[src/rtl/audio_pkg.sv]
// Shared types and constants for the I2S output path.
//   i2s_state_t     : transmitter FSM state (IDLE until the FIFO is half full, then RUN)
//   I2S_FRAME_BITS  : BCLK periods per stereo frame
//   I2S_SLOT_BITS   : BCLK periods per channel slot
package audio_pkg;

  typedef enum logic [0:0] {
    IDLE = 1'b0,
    RUN  = 1'b1
  } i2s_state_t;

  localparam int unsigned I2S_FRAME_BITS = 64;
  localparam int unsigned I2S_SLOT_BITS  = 32;

endpackage

[src/rtl/sample_fifo.sv]
// Synchronous sample FIFO with asynchronous active-high reset.
//   clk_i, rst_i      : clock, async reset (pointers and level cleared, contents lost)
//   push_i, wdata_i   : write request and data; accepted when not full, or when full with a pop
//   pop_i, rdata_o    : read request and combinational head data; ignored when empty
//   full_o, empty_o   : occupancy flags
//   level_o           : current occupancy, 0..Depth
module sample_fifo #(
  parameter int unsigned Width = 24,
  parameter int unsigned Depth = 8
) (
  input  logic                     clk_i,
  input  logic                     rst_i,
  input  logic                     push_i,
  input  logic [Width-1:0]         wdata_i,
  input  logic                     pop_i,
  output logic [Width-1:0]         rdata_o,
  output logic                     full_o,
  output logic                     empty_o,
  output logic [$clog2(Depth):0]   level_o
);

  localparam int unsigned PtrW = $clog2(Depth);

  logic [PtrW-1:0] wr_ptr_q, rd_ptr_q;
  logic [PtrW:0]   level_q;
  logic [Width-1:0] mem_q [Depth];
  logic            do_push, do_pop;

  assign full_o  = (level_q == (PtrW+1)'(Depth));
  assign empty_o = (level_q == '0);
  assign level_o = level_q;
  assign rdata_o = mem_q[rd_ptr_q];

  // A full FIFO still accepts a push when the head leaves in the same cycle.
  assign do_push = push_i & (~full_o | pop_i);
  assign do_pop  = pop_i & ~empty_o;

  always_ff @(posedge clk_i or posedge rst_i) begin
    if (rst_i) begin
      wr_ptr_q <= '0;
      rd_ptr_q <= '0;
      level_q  <= '0;
    end else begin
      if (do_push) wr_ptr_q <= wr_ptr_q + 1'b1;
      if (do_pop)  rd_ptr_q <= rd_ptr_q + 1'b1;
      if (do_push && !do_pop)      level_q <= level_q + 1'b1;
      else if (!do_push && do_pop) level_q <= level_q - 1'b1;
    end
  end

  always_ff @(posedge clk_i) begin
    if (do_push) mem_q[wr_ptr_q] <= wdata_i;
  end

endmodule

[src/rtl/i2s_transmitter.sv]
// I2S transmitter: buffers mono samples and sends each one on both L and R slots.
//   clk, rst        : system clock, async active-high reset
//   sample_valid    : 1-cycle strobe qualifying audio_in
//   audio_in        : signed sample; the top SAMPLE_BITS bits are transmitted
//   i2s_bclk        : bit clock, period 2*BCLK_DIV clk
//   i2s_lrclk       : word select, 0 = left, 1 = right
//   i2s_sdata       : serial data, MSB first with the standard one-bit delay
//   fifo_level      : sample FIFO occupancy
//   overflow        : 1-cycle pulse when a push is dropped on a full FIFO
//   underrun        : 1-cycle pulse when a frame starts in RUN with the FIFO empty
//   underrun_count  : (only with I2S_TX_UNDERRUN_CNT_EN) saturating count of underrun pulses
// Build option: define I2S_TX_UNDERRUN_CNT_EN to add the underrun_count port and counter.
module i2s_transmitter
  import audio_pkg::*;
#(
  parameter int unsigned DATA_WIDTH  = 32,
  parameter int unsigned SAMPLE_BITS = 24,
  parameter int unsigned BCLK_DIV    = 4,
  parameter int unsigned FIFO_DEPTH  = 8
) (
  input  logic                          clk,
  input  logic                          rst,
  input  logic                          sample_valid,
  input  logic [DATA_WIDTH-1:0]         audio_in,
  output logic                          i2s_bclk,
  output logic                          i2s_lrclk,
  output logic                          i2s_sdata,
  output logic [$clog2(FIFO_DEPTH):0]   fifo_level,
  output logic                          overflow,
  output logic                          underrun
`ifdef I2S_TX_UNDERRUN_CNT_EN
  ,
  output logic [15:0]                   underrun_count
`endif
);

  localparam int unsigned CntW  = $clog2(BCLK_DIV);
  localparam int unsigned BitcW = $clog2(I2S_FRAME_BITS);

  logic [CntW-1:0]        cnt_q, cnt_d;
  logic                   bclk_q, bclk_d;
  logic [BitcW-1:0]       bitc_q, bitc_d;
  logic                   lrclk_q, lrclk_d;
  logic                   sdata_q, sdata_d;
  logic [SAMPLE_BITS-1:0] shreg_q, shreg_d;
  i2s_state_t             state_q, state_d;
  logic                   overflow_q, overflow_d;
  logic                   underrun_q, underrun_d;

  logic                   cnt_wrap, bclk_fall, frame_start;
  logic                   pop;
  logic [SAMPLE_BITS-1:0] fifo_head;
  logic                   fifo_full, fifo_empty;
  logic [$clog2(FIFO_DEPTH):0] fifo_lvl;

  // Only the top SAMPLE_BITS bits of each sample are ever transmitted.
  if (DATA_WIDTH > SAMPLE_BITS) begin : g_drop_lsbs
    logic unused_lsbs;
    assign unused_lsbs = ^audio_in[DATA_WIDTH-SAMPLE_BITS-1:0];
  end

  sample_fifo #(
    .Width (SAMPLE_BITS),
    .Depth (FIFO_DEPTH)
  ) u_fifo (
    .clk_i   (clk),
    .rst_i   (rst),
    .push_i  (sample_valid),
    .wdata_i (audio_in[DATA_WIDTH-1 -: SAMPLE_BITS]),
    .pop_i   (pop),
    .rdata_o (fifo_head),
    .full_o  (fifo_full),
    .empty_o (fifo_empty),
    .level_o (fifo_lvl)
  );

  assign cnt_wrap    = (cnt_q == CntW'(BCLK_DIV - 1));
  assign bclk_fall   = cnt_wrap & bclk_q;
  assign frame_start = bclk_fall & (bitc_q == BitcW'(I2S_FRAME_BITS - 1));

  always_comb begin
    cnt_d  = cnt_wrap ? '0 : cnt_q + 1'b1;
    bclk_d = cnt_wrap ? ~bclk_q : bclk_q;
    bitc_d = bclk_fall ? bitc_q + 1'b1 : bitc_q;
  end

  // Frame-start sample selection; the latched word serves both slots of the frame.
  always_comb begin
    state_d    = state_q;
    shreg_d    = shreg_q;
    pop        = 1'b0;
    underrun_d = 1'b0;
    if (frame_start) begin
      unique case (state_q)
        IDLE: begin
          if (32'(fifo_lvl) >= FIFO_DEPTH / 2) begin
            state_d = RUN;
            pop     = 1'b1;
            shreg_d = fifo_head;
          end else begin
            shreg_d = '0;
          end
        end
        RUN: begin
          // A push landing in this same cycle is not visible yet: still an underrun.
          if (fifo_empty) begin
            shreg_d    = '0;
            underrun_d = 1'b1;
          end else begin
            pop     = 1'b1;
            shreg_d = fifo_head;
          end
        end
        default: state_d = IDLE;
      endcase
    end
  end

  // Serial outputs follow the post-fall bit index; slot bit k carries word bit SAMPLE_BITS-k.
  logic [I2S_SLOT_BITS-1:0] word_pad;
  int unsigned              k;
  logic [4:0]               sel;

  always_comb begin
    lrclk_d  = lrclk_q;
    sdata_d  = sdata_q;
    word_pad = I2S_SLOT_BITS'(shreg_d);
    k        = 32'(bitc_d[4:0]);
    sel      = 5'(SAMPLE_BITS - k);
    if (bclk_fall) begin
      lrclk_d = bitc_d[5];
      sdata_d = (k >= 1 && k <= SAMPLE_BITS) ? word_pad[sel] : 1'b0;
    end
  end

  assign overflow_d = sample_valid & fifo_full & ~pop;

  always_ff @(posedge clk or posedge rst) begin
    if (rst) begin
      cnt_q      <= '0;
      bclk_q     <= 1'b0;
      bitc_q     <= '0;
      lrclk_q    <= 1'b0;
      sdata_q    <= 1'b0;
      shreg_q    <= '0;
      state_q    <= IDLE;
      overflow_q <= 1'b0;
      underrun_q <= 1'b0;
    end else begin
      cnt_q      <= cnt_d;
      bclk_q     <= bclk_d;
      bitc_q     <= bitc_d;
      lrclk_q    <= lrclk_d;
      sdata_q    <= sdata_d;
      shreg_q    <= shreg_d;
      state_q    <= state_d;
      overflow_q <= overflow_d;
      underrun_q <= underrun_d;
    end
  end

  assign i2s_bclk   = bclk_q;
  assign i2s_lrclk  = lrclk_q;
  assign i2s_sdata  = sdata_q;
  assign fifo_level = fifo_lvl;
  assign overflow   = overflow_q;
  assign underrun   = underrun_q;

`ifdef I2S_TX_UNDERRUN_CNT_EN
  logic [15:0] underrun_count_q;

  always_ff @(posedge clk or posedge rst) begin
    if (rst) begin
      underrun_count_q <= '0;
    end else if (underrun_d && underrun_count_q != 16'hFFFF) begin
      underrun_count_q <= underrun_count_q + 16'd1;
    end
  end

  assign underrun_count = underrun_count_q;
`endif

endmodule

[config.mk]
export PLATFORM = sky130hd
export DESIGN_NAME = i2s_transmitter
export DESIGN_NICKNAME = d
export VERILOG_FILES = /design/src/rtl/audio_pkg.sv /design/src/rtl/sample_fifo.sv /design/src/rtl/i2s_transmitter.sv
export SDC_FILE = /design/constraint.sdc
export NUM_CORES = 1
export LEC_CHECK = 0
export BUFFER_PORTS_ARGS = -buffer_cell sky130_fd_sc_hd__buf_2
export CAP_MARGIN = 40
export CORE_ASPECT_RATIO = 1.5
export CORE_MARGIN = 3
export CORE_UTILIZATION = 50
export DETAILED_ROUTE_END_ITERATION = 16
export MAX_ROUTING_LAYER = met4
export PLACE_DENSITY = 0.82
export SLEW_MARGIN = 20
export SYNTH_ARGS = -nofsm -noshare
export SYNTH_HDL_FRONTEND = slang
export SYNTH_SLANG_ARGS = --single-unit
[constraint.sdc]
create_clock -name clk -period 3.9 [get_ports clk]
set_input_delay 0.39 -clock clk [delete_from_list [all_inputs] [get_ports clk]]
set_output_delay 0.39 -clock clk [all_outputs]
set_load 0.05 [all_outputs]
==> qor.yml, run 1 <==
outcome: "completed"
fill_cells: 1392
critPathLaunch: "cnt_q[0]$_DFF_PP0_"
ir_drop_mv: 0.260
coreArea_mm2: 0.0188
grt_util_all_layers: 0.194
ios: 44
final_nets: 617
leakage_nw: 3.78
ys_warn_count: 0
vias: 4931
period_share: 0.796
synth_cells: 522
grt_pass1_vias: 5343
finish.utilization: 0.577
ys_seq_elements: 240
power_density_mw_per_mm2: 552
end_kind: "flip-flop"
drt-total-wl_mm: 19.3
min_period_ns: 3.10
synth_common_cells: "edfxtp_1 (192), dfrtp_1 (48), mux4_2 (41)"
arrival_ns: 3.47
power_mw: 5.98
tightest_slew_ns: 0.780
drt-initial-drc-count: 325
r2r_start: "cnt_q[0]$_DFF_PP0_"
synth.largest_area_cell: "edfxtp_1"
cp.required_ns: 4.27
worstSetupStartpointType: "flip-flop"
path_clk_slew_ns: 0.07
fp-row-count: 61
setup_viol: 0
cts_max_level: 1
path_max_fanout: 9
gp_congestion: 0.872
cts-buffers-inserted: 21
synth_cell_types: 50
syn_area_per_cell_um2: 18.5
rsz0062_at_grt: "false"
die_w_um: 120
cp.depth: 14
synth_most_common_cell: "edfxtp_1"
tns_ns: 0
cp_cell_sequence: "ha_1 -> nand4_1 -> nor2_1 -> o41ai_2 -> buf_4 -> inv_1 -> ha_1 -> inv_1 -> ha_1 -> a21o_1 -> a21oi_1 -> xnor2_1 -> nor2_1 -> xor2_1"
min_path_type: "in -> reg"
r2r_end: "u_fifo.level_o[3]$_DFFE_PP0P_"
grt_pass1_wl_mm: 30.4
post-cts-setup-buffer-count: 0
area_growth_pct: 12.1
grt_max_degree: 39
synth_edf_count: 192
clock_sinks: 240
drv_cap: 0
cts_tree: "done"
finalHoldViolCount: 0
worstSkewPairLatency_ns: 0.49
multi_input_area_mm2: 0.00251
final_antenna_net_count: 0
synthTopCellsByArea: "edfxtp_1 (60%), dfrtp_1 (12%), mux4_2 (9.5%)"
initial_core_util: 0.515
synth_nets: 566
drc: 0
async_flop_share: 0.200
clockBufferDepth: 3
root_buffer: "clkbuf_16"
wl_per_cell_um: 23.0
antenna_found_initial: 0
ys_seq_area_frac: 0.720
fmax_mhz: 322
dp_hpwl_mm: 11.1
die_h_um: 176
relSlewSlack: 0.478
reg2reg_slack_ns: 0.80
yosysTopAreaCellShare: 0.596
cpPeakStageDelay_ns: 0.37
slew_viol_final: 0
finalClockSkew_ns: 0.0121
post_cts_resized: 0
cp_common_cell: "ha_1"
drive_gt1_frac: 0.239
regArea_mm2: 0.00697
ys.flop_type: "edfxtp_1"
setup.worst_path.class: "reg -> reg"
diodes: 0
crit_path_end: "u_fifo.level_o[3]$_DFFE_PP0P_"
syn_area_mm2: 0.00967
crit_slowest_cell: "ha_1"
cp_num_buf_inv: 3
grt.overflow.total: 0
worst_r2r_path_depth: 14
via_per_inst: 5.88
cp_top_family: "adder cells"
port_buffers: 35
dr.pass1.iters: 5
dieArea_mm2: 0.0211
-- worst reg2reg max path, delay by kind of cell (launching register included) --
| family | cells | cell delay (ns) |
|---|---|---|
| AOI/OAI and AO/OA | 3 | 0.47 |
| xor gates and xnor gates | 2 | 0.28 |
| buffers and inverters | 3 | 0.39 |
| and+or+nand+nor | 3 | 0.64 |
| adders and majority gates | 3 | 0.85 |
| DFF | 1 | 0.36 |
-- per-stage QoR --
| step | worst slack [ns] | instance area, um2 | cells | hold slack [ns] |
|---|---|---|---|---|
| after CTS | 0.823 | 10800 | 838 | 0.157 |
| after detailed placement | 0.845 | 10200 | 801 | 0.425 |
| final | 0.797 | 10800 | 838 | 0.170 |
| after global routing | 0.558 | 10800 | 838 | 0.162 |
| after floorplan | 0.152 | 9680 | 522 | 0.403 |
| after global placement | 0.875 | 10100 | 800 | 0.416 |
-- cell type report --
class,instances,share of cell area
sequential,240,0.643
inverter,15,0.00543
timing repair buffer,50,0.0298
tap,252,0.0291
multi-input combinational,245,0.232
clock buffer,24,0.0495
clock inverter,12,0.0109
-- routing by layer --
layer	part of all wire	global-route usage
met3	0.051	0.0298
met4	0.035	0.0855
met5	0	-
met1	0.38	0.225
met2	0.54	0.337
-- how the worst min path moves through the flow --
stage	endpoint	slack, ns	startpoint	cells after the start
after floorplan	cnt_q[0]$_DFF_PP0_	0.40	cnt_q[0]$_DFF_PP0_	1
after global placement	cnt_q[0]$_DFF_PP0_	0.42	cnt_q[0]$_DFF_PP0_	1
after detailed placement	cnt_q[0]$_DFF_PP0_	0.42	cnt_q[0]$_DFF_PP0_	1
after CTS	u_fifo.mem_q[1][6]$_DFFE_PP_	0.16	audio_in[14]	1
after global routing	u_fifo.mem_q[5][10]$_DFFE_PP_	0.16	audio_in[18]	1
final	u_fifo.mem_q[0][19]$_DFFE_PP_	0.17	audio_in[27]	1
-- flip-flops by register name, indices dropped and copies added, names as in the netlist, 2 cells and up --
| name | flops |
|---|---|
| u_fifo.mem_q | 192 |
| u_fifo.rd_ptr_q | 3 |
| bitc_q | 6 |
| cnt_q | 2 |
| u_fifo.level_o | 4 |
| shreg_q | 24 |
| u_fifo.wr_ptr_q | 3 |
-- cells by family (layout without fill, tap and decap cells) --
kind of cell | count (synthesis) | after routing | synth area share
xor+xnor | 20 | 20 | 0.0189
compound gates | 62 | 62 | 0.0499
mux | 81 | 81 | 0.137
buf+inv | 37 | 101 | 0.0247
fa+ha+maj | 9 | 9 | 0.0124
flops | 240 | 240 | 0.720
simple gates | 73 | 73 | 0.0366
-- report_power, final --
group	total, mW	switching, mW	internal (mW)
logic	0.720	0.484	0.236
clock network	1.99	0.868	1.13
registers	3.27	0.146	3.12
total	5.98	1.50	4.48
-- cells in the final DEF, fill, tap and decap left out, types with 11 or more instances in the layout --
cell	count
buf_2	35
buf_4	12
clkbuf_16	21
dfrtp_1	45
edfxtp_1	192
inv_1	13
mux2i_1	39
mux4_2	41
nand2_1	26
nor2_1	11
o2bb2ai_1	11
xnor2_1	13
-- repair_timing --
action	in CTS	in global routing
hold buffers	1	0
endpoints found under the hold margin	26	0
setup endpoints to repair	0	0
Note: power is estimated with default switching activity, not from simulation.
==> run 2: changes to the inputs <==
--- a/config.mk
+++ b/config.mk
@@ -5,6 +5,7 @@
 export SDC_FILE = /design/constraint.sdc
 export NUM_CORES = 1
 export LEC_CHECK = 0
+export ABC_AREA = 1
 export BUFFER_PORTS_ARGS = -buffer_cell sky130_fd_sc_hd__buf_2
 export CAP_MARGIN = 40
 export CORE_ASPECT_RATIO = 1.5
@@ -12,7 +13,7 @@
 export CORE_UTILIZATION = 50
 export DETAILED_ROUTE_END_ITERATION = 16
 export MAX_ROUTING_LAYER = met4
-export PLACE_DENSITY = 0.82
+export PLACE_DENSITY = 0.79
 export SLEW_MARGIN = 20
 export SYNTH_ARGS = -nofsm -noshare
 export SYNTH_HDL_FRONTEND = slang
==> constraint.sdc (replaced) <==
create_clock -name clk -period 3.02 [get_ports clk]
set_input_delay 0.302 -clock clk [delete_from_list [all_inputs] [get_ports clk]]
set_output_delay 0.302 -clock clk [all_outputs]
set_load 0.05 [all_outputs]
==> run 2 against run 1 <==
Non-clock buffer count rose by 9. Sequential share of layout area fell by 2.8 points. Fmax rose by 13%. Flip-flop and latch count did not move. Synthesized area rose by 3.5%. First-iteration DRC count rose by 21%. Critical endpoint unchanged. Synthesized cell count rose by 77%.
==> qor.yml, run 2 <==
outcome: "completed"
min_path_type: "in -> reg"
end_kind: "flip-flop"
fmax_mhz: 363
relSlewSlack: 0.565
setup.worst_path.class: "reg -> reg"
port_buffers: 35
worstHoldPathCells: 1
dieArea_mm2: 0.0218
netSwitchingFraction: 0.253
yosysTopAreaCellShare: 0.576
regArea_mm2: 0.00697
largestRegisters: "u_fifo.mem_q: 192 flops, shreg_q: 24 flops, bitc_q: 6 flops"
post-cts-setup-buffer-count: 0
period_share: 0.912
drc: 0
grt_util_all_layers: 0.195
synth_most_common_cell: "nand2_1"
drive_gt1_frac: 0.114
synth_edf_count: 192
gp_congestion: 0.809
drt-total-wl_mm: 20.4
setup_viol: 0
ios: 44
power_mw: 7.95
final_antenna_net_count: 0
grt.overflow.total: 0
seqPwrFrac: 0.522
grt_pass1_vias: 6436
clockBufferDepth: 3
worst_r2r_path_depth: 18
cts_max_level: 1
min_period_ns: 2.75
largest_reg_flops: 192
area_growth_pct: 13.1
tightest_slew_ns: 0.653
whs_ns: 0.0542
clock_sinks: 240
slew_viol_final: 0
synth_cells: 923
cts-buffers-inserted: 23
finalClockSkew_ns: 0.0148
power_density_mw_per_mm2: 702
power.switching_mw: 2.01
die_h_um: 179
drt-initial-drc-count: 392
synth_common_cells: "nand2_1 (371), edfxtp_1 (192), nand3_1 (158)"
synth_nets: 968
intPower_mw: 5.94
grt_max_degree: 99
top_register: "u_fifo.mem_q"
syn_area_per_cell_um2: 10.8
layout_common_cells: "nand2_1 (371), edfxtp_1 (192), nand3_1 (158)"
ys_seq_elements: 240
synth.largest_area_cell: "edfxtp_1"
die_w_um: 122
via_per_inst: 5.32
dp_hpwl_mm: 11.7
grt_pass1_wl_mm: 32.2
async_flop_share: 0.200
dr.pass1.iters: 5
multi_input_area_mm2: 0.00270
tns_ns: 0
finalHoldViolCount: 0
drv_cap: 0
clockPowerShare: 0.349
path_clk_slew_ns: 0.07
final_nets: 1009
antenna_found_initial: 0
synth_cell_types: 30
vias: 6576
arrival_ns: 3.15
worstSkewPairLatency_ns: 0.51
ys.flop_type: "edfxtp_1"
finish.utilization: 0.584
syn_area_mm2: 0.0100
path_max_fanout: 7
fill_cells: 1543
ir_drop_mv: 0.446
ys_seq_area_frac: 0.696
cp.required_ns: 3.42
rsz0062_at_grt: "false"
comb_power_share: 0.128
layout_commonest_cell: "nand2_1"
ys_warn_count: 0
coreArea_mm2: 0.0194
root_buffer: "clkbuf_16"
wl_per_cell_um: 16.5
initial_core_util: 0.516
synthTopCellsByArea: "edfxtp_1 (58%), nand2_1 (14%), dfrtp_1 (12%)"
fp-row-count: 62
diodes: 0
leakage_nw: 4.68
worstSetupStartpointType: "flip-flop"
cts_tree: "done"
[run 2: cell count changes in the layout (fill, tap and decap cells not counted), moves of 9 or more]
cell and delta:
inv_1 +24, mux2i_1 -39, mux4_2 -41, nand2_1 +345, nand3_1 +154, o2bb2ai_1 -11, xnor2_1 -9
[run 2: final timing paths]
| check | start | end | slack [ns] |
|---|---|---|---|
| max | cnt_q[0]$_DFF_PP0_ | u_fifo.level_o[3]$_DFFE_PP0P_ | 0.27 |
| min | audio_in[20] | u_fifo.mem_q[6][12]$_DFFE_PP_ | 0.05 |
| max reg2reg | cnt_q[0]$_DFF_PP0_ | u_fifo.level_o[3]$_DFFE_PP0P_ | 0.27 |
| min reg2reg | cnt_q[0]$_DFF_PP0_ | cnt_q[0]$_DFF_PP0_ | 0.43 |
| max in group asynchronous | rst | shreg_q[5]$_DFF_PP0_ | 2.11 |
| min in group asynchronous | rst | underrun$_DFF_PP0_ | 0.38 |
[run 2: logic make-up (layout without fill, tap and decap cells)]
logic type	after synthesis	in the layout	share of synthesized area
XOR/XNOR	11	11	0.00962
buffers and inverters	85	143	0.0364
AO/OA/AOI/OAI	14	14	0.00762
flip-flops	240	240	0.696
multiplexers	1	1	0.00112
adder cells (fa/ha/maj)	10	10	0.0132
AND/OR/NAND/NOR	562	562	0.236
[run 2: cell type report]
cell class              count  share of cell area
flip-flops and latches    240               0.615
multi-input cells         598               0.239
well taps                 256              0.0283
repair buffers             59              0.0384
inverters                  42              0.0141
clock inverters            11              0.0108
clock buffers              31              0.0544
[run 2: metrics by stage]
stage               cells  area [um2]  worst slack, ns
finish               1237       11300            0.267
global route         1237       11300           0.0133
CTS                  1237       11300            0.303
detailed placement   1193       10600            0.315
global placement     1192       10500            0.390
floorplan             923       10000           -0.291
[run 2: power by group through the flow]
stage	Sequential, mW	Clock (mW)	Combinational, mW
after CTS	4.15	2.81	1.03
after floorplan	4.31	0	0.515
after global placement	4.20	0	0.982
after detailed placement	4.22	0	1.02
final	4.15	2.78	1.02
after global routing	4.18	2.95	1.12
[run 2: what timing repair did]
| item | in CTS | in global routing |
|---|---|---|
| resized for setup | 0 | 0 |
| endpoints found under the hold margin | 23 | 0 |
| hold buffers | 2 | 0 |
[run 2: metal layers]
layer / vias up / track usage / wire length (um)
li1: 3184 / - / -
met1: 3132 / 0.217 / 7560
met2: 202 / 0.349 / 11000
met3: 58 / 0.0278 / 1140
met4: 0 / 0.0818 / 651
met5: - / - / 0
[run 2: worst max-delay path, stage by stage, from the launching register on]
cell     delay (ns)
dfrtp_1        0.35
ha_1           0.23
nand2_4        0.11
inv_4          0.10
nand4_4        0.12
nor2_4         0.11
inv_2          0.05
nand3_2        0.06
nand2_1        0.08
inv_2          0.10
ha_1           0.19
inv_1          0.09
ha_1           0.30
a21o_1         0.19
a21oi_1        0.18
nor2_1         0.08
nor2_1         0.08
nand2_1        0.07
xor2_1         0.14
==> run 3: changes to the inputs <==
--- a/config.mk
+++ b/config.mk
@@ -10,10 +10,10 @@
 export CAP_MARGIN = 40
 export CORE_ASPECT_RATIO = 1.5
 export CORE_MARGIN = 3
-export CORE_UTILIZATION = 50
+export CORE_UTILIZATION = 61
 export DETAILED_ROUTE_END_ITERATION = 16
 export MAX_ROUTING_LAYER = met4
-export PLACE_DENSITY = 0.79
+export PLACE_DENSITY = 0.91
 export SLEW_MARGIN = 20
 export SYNTH_ARGS = -nofsm -noshare
 export SYNTH_HDL_FRONTEND = slang
==> run 3 against run 2 <==
Setup slack improved by 0.043 ns. Register-to-register slack improved by 0.04 ns. Final cell count decreased by 4.6%. First-iteration DRC count increased by 55%. Routed wire length increased by 7.4%. Clock-buffer cell count decreased by 2. Critical path type unchanged.
==> qor.yml, run 3 (synthesis results as in run 2) <==
fill_cells: 1067
grt_pass1_wl_mm: 35.5
reg2reg_slack_ns: 0.31
worstSkewPairLatency_ns: 0.50
fmax_mhz: 369
clockBufferDepth: 3
layout_commonest_cell: "nand2_1"
crit_path_end: "u_fifo.level_o[3]$_DFFE_PP0P_"
vias: 6866
cts_max_level: 1
top_register: "u_fifo.mem_q"
tns_ns: 0
largestRegisters: "u_fifo.mem_q: 192 flops, shreg_q: 24 flops, bitc_q: 6 flops"
cpPeakStageDelay_ns: 0.36
ir_drop_mv: 0.564
die_w_um: 111
power_density_mw_per_mm2: 690
rsz0062_at_grt: "false"
setup_viol: 0
port_buffers: 35
diodes: 0
final_antenna_net_count: 0
fp-row-count: 56
critPathLaunch: "cnt_q[0]$_DFF_PP0_"
final_nets: 1008
drt-initial-drc-count: 609
die_h_um: 163
drt-total-wl_mm: 21.9
finalClockSkew_ns: 0.00966
largest_reg_flops: 192
coreArea_mm2: 0.0158
dp_hpwl_mm: 12.8
grt_util_all_layers: 0.256
root_buffer: "clkbuf_16"
min_path_type: "in -> reg"
grt.overflow.total: 0
outcome: "completed"
stdcell_count: 1180
cts_tree: "done"
via_per_inst: 5.82
path_clk_slew_ns: 0.06
cts-buffers-inserted: 21
ios: 44
cp.required_ns: 3.40
grt_pass1_vias: 6908
finalHoldViolCount: 0
drive_gt1_frac: 0.112
power_mw: 7.69
tightest_slew_ns: 0.517
dieArea_mm2: 0.0180
crit_slowest_cell: "dfrtp_1"
r2r_end: "u_fifo.level_o[3]$_DFFE_PP0P_"
arrival_ns: 3.09
cp_cell_sequence: "ha_2 -> nand2_4 -> inv_4 -> nand4_4 -> nor2_4 -> inv_2 -> nand3_2 -> nand2_1 -> inv_2 -> ha_1 -> inv_1 -> ha_1 -> a21o_1 -> a21oi_2 -> nor2_1 -> nor2_1 -> nand2_1 -> xor2_1"
drc: 0
worst_r2r_path_depth: 18
initial_core_util: 0.632
period_share: 0.897
leakage_nw: 4.62
post-cts-setup-buffer-count: 0
drv_cap: 0
slew_viol_final: 0
gp_congestion: 0.877
r2r_start: "cnt_q[0]$_DFF_PP0_"
wl_per_cell_um: 18.5
relSlewSlack: 0.653
clock_sinks: 240
area_growth_pct: 11.2
regArea_mm2: 0.00697
dr.pass1.iters: 5
path_max_fanout: 7
min_period_ns: 2.71
layout_common_cells: "nand2_1 (371), edfxtp_1 (192), nand3_1 (158)"
worstSetupStartpointType: "flip-flop"
antenna_found_initial: 0
setup.worst_path.class: "reg -> reg"
multi_input_area_mm2: 0.00271
placed_cells: 1142
grt_max_degree: 97
end_kind: "flip-flop"
-- run 3: worst min path at each step --
stage               slack, ns          startpoint                            to  cells after the start
finish                   0.04        sample_valid            overflow$_DFF_PP0_                      3
detailed placement       0.34                 rst            underrun$_DFF_PP0_                      2
floorplan                0.40         audio_in[8]  u_fifo.mem_q[0][0]$_DFFE_PP_                      0
global placement         0.41  cnt_q[0]$_DFF_PP0_            cnt_q[0]$_DFF_PP0_                      1
CTS                      0.02        sample_valid            overflow$_DFF_PP0_                      3
global route             0.04        sample_valid            overflow$_DFF_PP0_                      3
-- run 3: final cells by class --
| class | instances | area share |
|---|---|---|
| flip-flops and latches | 240 | 0.626 |
| multi-input cells | 598 | 0.243 |
| clock buffers | 29 | 0.0499 |
| repair buffers | 60 | 0.0373 |
| well taps | 203 | 0.0228 |
| inverters | 42 | 0.0144 |
| clock inverters | 8 | 0.00685 |
-- run 3: metal layers --
layer  wire length [um]  global-route usage  up-vias  part of all wire
li1                   -                   -     3183                 -
met2              11200               0.424      367              0.51
met4               1180               0.138        0             0.054
met5                  0                   -        -                 0
met3               1590              0.0364       93             0.073
met1               7880               0.307     3223              0.36
-- run 3: where the power goes --
group          total (mW)  switching [mW]  internal, mW
registers            4.16           0.131          4.03
logic                1.02           0.731         0.286
clock network        2.51            1.13          1.38
total                7.69            1.99          5.70
-- run 3: what timing repair did --
action	in CTS	in global routing
endpoints found under the setup margin	0	1
gates resized for setup	0	2
hold endpoints to repair	18	0
hold buffers	1	0
-- run 3: through the flow --
stage / instance area [um2] / util / hold WS, ns / setup slack, ns
2_1_floorplan: 10000 / - / 0.401 / -0.291
3_3_place_gp: 10500 / 0.661 / 0.412 / 0.402
3_5_place_dp: 10500 / 0.662 / 0.341 / 0.258
4_1_cts: 11100 / 0.703 / 0.0226 / 0.248
5_1_grt: 11100 / 0.703 / 0.0389 / 0.0372
6_report: 11100 / 0.703 / 0.0419 / 0.311
-- run 3: critical path, delay by kind of cell (launching register included) --
| family | cells | cell delay [ns] |
|---|---|---|
| AND/OR/NAND/NOR | 8 | 0.70 |
| buffers and inverters | 4 | 0.38 |
| flip-flops | 1 | 0.36 |
| AO/OA/AOI/OAI | 2 | 0.33 |
| adder cells (fa/ha/maj) | 3 | 0.70 |
| XOR/XNOR | 1 | 0.14 |
